$ cat config.mk
export PLATFORM = sky130hd
export DESIGN_NAME = fun_fpualt_wb
export DESIGN_NICKNAME = d
export VERILOG_FILES = /design/src/rtl/fun_fpualt_wb.sv
export SDC_FILE = /design/constraint.sdc
export NUM_CORES = 1
export LEC_CHECK = 0
export CORE_MARGIN = 1.5
export CORE_UTILIZATION = 40
export DETAILED_ROUTE_END_ITERATION = 16
export GPL_TIMING_DRIVEN = 0
export SETUP_SLACK_MARGIN = 0.5
export SYNTH_ARGS = -nofsm -noshare
export SYNTH_HDL_FRONTEND = slang
export SYNTH_SLANG_ARGS = --single-unit
$ cat constraint.sdc
create_clock -name clk -period 8.2 [get_ports clk]
set_input_delay 1.23 -clock clk [delete_from_list [all_inputs] [get_ports clk]]
set_output_delay 1.23 -clock clk [all_outputs]
set_load 0.02 [all_outputs]
$ cat src/rtl/fun_fpualt_wb.sv
// fun_fpualt_wb: receive side of the sqrt/div alternate-writeback interface.
// A tag arrives with alt_wen and its data DATA_LAG cycles later. The block
// pairs the two, buffers completed results and inserts them into the FP
// writeback port in cycles the regular FU leaves free.
// Optional build macro FPU_ALTWB_BYPASS_EN: a result that arrives while the
// FIFO is empty, the output register is idle and the port is free goes
// straight to wb_* in its arrival cycle.
module fun_fpualt_wb #(
    parameter logic H        = 1'b0,
    parameter int   DATA_LAG = 5,
    parameter int   DEPTH    = 4,
    localparam int  S        = H ? 16 : 0,
    localparam int  DW       = S + 68
) (
    input  logic          clk,
    input  logic          rst,
    input  logic          except,
    input  logic [3:0]    alt_en,
    input  logic [9:0]    alt_II,
    input  logic [12:0]   alt_op,
    input  logic [8:0]    alt_reg,
    input  logic          alt_wen,
    input  logic [DW-1:0] alt_data,
    input  logic          fu_wb_busy,
    output logic          wb_en,
    output logic [9:0]    wb_II,
    output logic [12:0]   wb_op,
    output logic [8:0]    wb_reg,
    output logic [DW-1:0] wb_data,
    output logic [2:0]    alt_pause,
    output logic          alt_ovf
);
    localparam int AW = $clog2(DEPTH);
    localparam int PW = $clog2(DEPTH + DATA_LAG + 1) + 1;

    typedef struct packed {
        logic [9:0]  ii;
        logic [12:0] op;
        logic [8:0]  rg;
    } tag_t;

    typedef struct packed {
        tag_t          tag;
        logic [DW-1:0] data;
    } ent_t;

    logic [DATA_LAG:1] vldPipe;
    tag_t              tagPipe [DATA_LAG:1];
    ent_t              mem [DEPTH];
    logic [AW-1:0]     wrPtr, rdPtr;
    logic [AW:0]       count;
    logic              wbEnQ;
    ent_t              wbQ;
    logic              ovfQ;

    logic          arrVld, fifoEmpty, fifoFull, bypass;
    logic          canPop, popFifo, passThru, pushReq, pushOk;
    ent_t          arrEntry, wbOut;
    logic [PW-1:0] pend;
    logic          unusedEn;

    // only bits 0 and 3 of the enable vector qualify a tag
    assign unusedEn = ^alt_en[2:1];

    // Arrival, drain and push decisions for this cycle
    always_comb begin
        arrVld    = vldPipe[DATA_LAG];
        arrEntry  = '{tag: tagPipe[DATA_LAG], data: alt_data};
        fifoEmpty = (count == '0);
        fifoFull  = (count == (AW+1)'(DEPTH));
`ifdef FPU_ALTWB_BYPASS_EN
        // skip the output register only when it has nothing of its own to show
        bypass    = arrVld & fifoEmpty & ~fu_wb_busy & ~wbEnQ & ~except;
`else
        bypass    = 1'b0;
`endif
        // an arriving result counts as available even before it lands in the FIFO
        canPop    = ~fu_wb_busy & ~bypass & (~fifoEmpty | arrVld);
        popFifo   = canPop & ~fifoEmpty;
        passThru  = canPop & fifoEmpty;
        pushReq   = arrVld & ~bypass & ~passThru;
        pushOk    = pushReq & (~fifoFull | popFifo);
    end

    // Credit: everything already queued plus every tag whose data is still coming
    always_comb begin
        pend = PW'(count);
        for (int i = 1; i <= DATA_LAG; i++) pend = pend + PW'(vldPipe[i]);
    end

    assign alt_pause = {3{pend >= PW'(DEPTH - 1)}};

    // Tag-valid pipe; a flush also kills a tag presented in the same cycle
    always_ff @(posedge clk) begin
        if (rst || except) begin
            vldPipe <= '0;
        end else begin
            vldPipe[1] <= alt_wen & alt_en[0] & alt_en[3];
            for (int i = 2; i <= DATA_LAG; i++) vldPipe[i] <= vldPipe[i-1];
        end
    end

    // Tag payload pipe; meaningless without its valid bit, so never reset
    always_ff @(posedge clk) begin
        tagPipe[1] <= '{ii: alt_II, op: alt_op, rg: alt_reg};
        for (int i = 2; i <= DATA_LAG; i++) tagPipe[i] <= tagPipe[i-1];
    end

    // FIFO storage write
    always_ff @(posedge clk) begin
        if (pushOk && !rst && !except) mem[wrPtr] <= arrEntry;
    end

    // FIFO pointers and occupancy; pointers wrap naturally at DEPTH
    always_ff @(posedge clk) begin
        if (rst || except) begin
            wrPtr <= '0;
            rdPtr <= '0;
            count <= '0;
        end else begin
            if (pushOk)  wrPtr <= wrPtr + 1'b1;
            if (popFifo) rdPtr <= rdPtr + 1'b1;
            if (pushOk && !popFifo)      count <= count + 1'b1;
            else if (!pushOk && popFifo) count <= count - 1'b1;
        end
    end

    // Registered writeback: FIFO head, else the result arriving now, else zeros
    always_ff @(posedge clk) begin
        if (rst || except) begin
            wbEnQ <= 1'b0;
            wbQ   <= '0;
        end else if (popFifo) begin
            wbEnQ <= 1'b1;
            wbQ   <= mem[rdPtr];
        end else if (passThru) begin
            wbEnQ <= 1'b1;
            wbQ   <= arrEntry;
        end else begin
            wbEnQ <= 1'b0;
            wbQ   <= '0;
        end
    end

    // Sticky overflow: a result had nowhere to go
    always_ff @(posedge clk) begin
        if (rst)                                          ovfQ <= 1'b0;
        else if (pushReq && fifoFull && !popFifo && !except) ovfQ <= 1'b1;
    end

    assign wbOut   = bypass ? arrEntry : wbQ;
    assign wb_en   = wbEnQ | bypass;
    assign wb_II   = wbOut.tag.ii;
    assign wb_op   = wbOut.tag.op;
    assign wb_reg  = wbOut.tag.rg;
    assign wb_data = wbOut.data;
    assign alt_ovf = ovfQ;

endmodule
==> impl_metrics.tcl <==
set metrics [dict create \
    post_synth_and_or_nand_nor_area_fraction 0.00909 \
    flop_pwr_share 0.531 \
    reg_to_reg_end "mem[2][20]$_DFFE_PP_" \
    class_of_the_most_critical_setup_path "flip-flop to output pin" \
    hp-start "tagPipe[0][131]$_DFF_P_" \
    rsz0062_at_grt "no" \
    p_sw_frac 0.192 \
    run_status "finished, final reports clean" \
    yosys.area_share.adder 0.00891 \
    portBuffers 210 \
    start_util 0.403 \
    numCtsBuffers 72 \
    holdCritPathClass "flip-flop to flip-flop" \
    clkPwrFrac 0.458 \
    power.share.combinational 0.011 \
    post-place-cells 1912 \
    root_buffer "sky130_fd_sc_hd__clkbuf_16" \
    fmax_mhz 196 \
    instances_no_fill 2045 \
    crit_buf_inv 4 \
    synth-warning-count 0 \
    largest_register_ff_count 400 \
    fp.coreArea_sq_mm 0.0536 \
    critical_path_peak_fanout 3 \
    yosys_register_bits 676 \
    timing.final.crit_share 0.622 \
    fillers 4320 \
    max_slew_margin 0.241 \
    timing.reg2reg.worst_path_depth 5 \
    ctsLongestPathBuffers 3 \
    dpl_wire_length_um 24400 \
    dieHeight_um 235 \
    largest_register "mem" \
    combinational_family_with_the_most_area_after_synthesis "multiplexers" \
    syn_avg_cell_area_sq_um 21.7 \
    drv_slew 0 \
    hold_path_depth 0 \
    internal_power_summed_over_all_cells_w 0.00555 \
    tns_ns 0 \
    floorplan.die_area_sq_mm 0.0555 \
    grt_start_max_net_pins 39 \
    whs_endpoint "tagPipe[0][163]$_DFF_P_" \
    fraction_of_synthesized_cell_area_taken_by_the_top_area_cell_type 0.556 \
    number_of_library_cell_types_mapped_by_synthesis 36 \
    critical_path.top_delay_family "adder cells" \
    io_pins 214 \
    critical_path_end_type "output pin" \
    detail_route.first_pass.iterations 7 \
    cts_hold_repair.buffers 0 \
    post-route-min-period_ns 5.10 \
    synth-seq-area-share 0.811 \
    dieWidth_um 235 \
    worstSkewPairLatency_ns 0.60 \
    worst_ep_required_time_ns 6.97 \
    syn-cell-area_sq_mm 0.0216 \
    drive_gt1_frac 0.188 \
    netlist_top_cells_area "sky130_fd_sc_hd__edfxtp_1, sky130_fd_sc_hd__dfxtp_1, sky130_fd_sc_hd__mux4_2" \
    overflow 0 \
    critical_path_arrival_ns 3.87 \
    final-setup-viol-count 0 \
    worstSetupStartpointType "flip-flop" \
    first_iter_violations 665 \
    wire_per_inst_um 20.2 \
    synth_compound_area_frac 0.0444 \
    cts.htree.levels 3 \
    number_of_core_rows 85 \
    grt_pass1_wl_um 63600 \
    synth_xor_xnor_area_share 0.00122 \
    cts_sinks 676 \
    area_growth_syn_to_layout_pct 25.5 \
    maximum_vdd_drop_mv 0.160 \
    cpMaxStageDelayCell "sky130_fd_sc_hd__clkdlybuf4s50_1" \
    cts_post_setup_buffers_inserted 0 \
    antenna-diode-count 0 \
    maxCapViolCount 0 \
    finish.instance_area_sq_mm 0.0271 \
    final_core_utilization 0.506 \
    post_cts_resized 0 \
    clk_transition_reported_paths_ns 0.06 \
    worst-r2r-setup-slack_ns 5.44 \
    detailed_place.area_sq_mm 0.0248 \
    tritoncts "yes" \
    worst_r2r_startpoint "count[2]$_SDFFE_PP0P_" \
    synthDominantAreaCellType "sky130_fd_sc_hd__edfxtp_1" \
    finClkSkew_ns 0.0156 \
    final_nets 1412 \
    leakage_nw 9.16 \
    drc_errors 0 \
    ant_nets 0 \
    muxShareOfSynthArea 0.105 \
    final-hold-violation-count 0 \
    initial_antenna_violation_count 1 \
    total_switching_power_w 0.00132 \
    via_per_inst 4.95 \
    synth.net_count 1120 \
    worst_pin_slew_ns 1.14 \
    timing.critical_path.cells "fa_1, inv_1, fa_1, inv_1, ha_1, fa_1, and3_1, o21ai_0, buf_4, clkdlybuf4s50_1" \
    track_usage 0.153 \
    wirelength_um 41300 \
    critPathMaxStageDelay_ns 0.59 \
    power_density_mw_per_mm2 253 \
    critical-path-top-cell-by-count "sky130_fd_sc_hd__fa_1" \
    number_of_global_route_vias_before_repair 10802 \
    route.vias.total 10118 \
    synth_cells 998 \
    gp_congestion 0.693 \
]
cell families (layout without fill, tap and decap cells):
group | after synthesis | after routing
mux | 102 | 102
buf+inv | 58 | 409
fa+ha+maj | 13 | 13
flops | 676 | 676
compound gates | 115 | 115
xor+xnor | 3 | 3
simple gates | 31 | 31
layer usage:
| metal | share of wire | vias up | GRT usage |
|---|---|---|---|
| li1 | - | 4555 | - |
| met1 | 0.44 | 5212 | 0.199 |
| met2 | 0.49 | 274 | 0.252 |
| met3 | 0.050 | 75 | 0.0339 |
| met4 | 0.021 | 2 | 0.0553 |
| met5 | 0.00017 | - | 0 |
final cells by class:
class | count | area (sq um) | area share
Clock buffer | 107 | 2140 | 0.0788
Inverter | 9 | 33.8 | 0.00124
Timing Repair Buffer | 218 | 2290 | 0.0845
Buffer | 49 | 402 | 0.0148
Tap cell | 696 | 871 | 0.0321
Clock inverter | 26 | 198 | 0.00728
Sequential cell | 676 | 17500 | 0.646
Multi-Input combinational cell | 264 | 3670 | 0.135
cell usage after synthesis:
cell type / count
sky130_fd_sc_hd__a211oi_1: 1
sky130_fd_sc_hd__a21oi_1: 8
sky130_fd_sc_hd__a22o_1: 100
sky130_fd_sc_hd__and2_1: 4
sky130_fd_sc_hd__and3_1: 6
sky130_fd_sc_hd__and4b_1: 1
sky130_fd_sc_hd__buf_1: 1
sky130_fd_sc_hd__buf_12: 11
sky130_fd_sc_hd__buf_2: 19
sky130_fd_sc_hd__buf_4: 2
sky130_fd_sc_hd__buf_6: 1
sky130_fd_sc_hd__clkbuf_1: 15
sky130_fd_sc_hd__dfxtp_1: 276
sky130_fd_sc_hd__edfxtp_1: 400
sky130_fd_sc_hd__fa_1: 4
sky130_fd_sc_hd__ha_1: 9
sky130_fd_sc_hd__inv_1: 8
sky130_fd_sc_hd__inv_2: 1
sky130_fd_sc_hd__mux2i_1: 2
sky130_fd_sc_hd__mux4_2: 100
sky130_fd_sc_hd__nand2_1: 3
sky130_fd_sc_hd__nand3_1: 1
sky130_fd_sc_hd__nor2_1: 8
sky130_fd_sc_hd__nor3_1: 1
sky130_fd_sc_hd__nor3_4: 1
sky130_fd_sc_hd__nor4b_4: 1
sky130_fd_sc_hd__o21ai_0: 3
sky130_fd_sc_hd__o22ai_1: 1
sky130_fd_sc_hd__o31a_1: 1
sky130_fd_sc_hd__o31ai_1: 1
sky130_fd_sc_hd__or2_1: 1
sky130_fd_sc_hd__or2_2: 1
sky130_fd_sc_hd__or3_1: 2
sky130_fd_sc_hd__or4_1: 1
sky130_fd_sc_hd__xnor2_1: 1
sky130_fd_sc_hd__xor2_1: 2
worst max-delay path by stage:
stage               slack [ns]  depth (start not counted)             startpoint                    to
finish                    3.10                         10  vldPipe[1]$_SDFF_PP0_          alt_pause[2]
global route              2.85                         10  vldPipe[1]$_SDFF_PP0_          alt_pause[2]
CTS                       3.00                         10  vldPipe[1]$_SDFF_PP0_          alt_pause[2]
detailed placement        3.67                         10  vldPipe[1]$_SDFF_PP0_          alt_pause[2]
global placement          0.95                          4                    rst  mem[0][51]$_DFFE_PP_
floorplan                 3.43                          4             fu_wb_busy   mem[0][0]$_DFFE_PP_
cells in the final DEF (no fill, tap or decap), drive strengths merged, types with 2 or more instances in the layout:
cell,count
a21oi,8
a22o,100
and2,4
and3,6
buf,42
bufinv,2
clkbuf,122
clkdlybuf4s50,210
clkinv,17
clkinvlp,4
dfxtp,276
edfxtp,400
fa,4
ha,9
inv,12
mux2i,2
mux4,100
nand2,3
nor2,8
nor3,2
o21ai,3
or2,2
or3,2
xor2,2
metrics by stage:
| stage | hold slack (ns) | total power (W) | setup slack (ns) |
|---|---|---|---|
| 6_report | 0.314 | 0.00687 | 3.10 |
| 5_1_grt | 0.327 | 0.00710 | 2.85 |
| 4_1_cts | 0.313 | 0.00697 | 3.00 |
| 3_5_place_dp | 0.312 | 0.00380 | 3.67 |
| 3_3_place_gp | 0.311 | 0.00379 | 0.951 |
| 2_1_floorplan | 0.310 | 0.00372 | 3.43 |
power groups by stage:
stage	clock, W	combinational [W]	sequential (W)
finish	0.00315	0.0000762	0.00365
global placement	0	0.0000733	0.00372
detailed placement	0	0.0000764	0.00372
floorplan	0	0.00000434	0.00372
CTS	0.00324	0.0000768	0.00365
global route	0.00337	0.0000827	0.00365
Power figures use the tool's default switching activity.
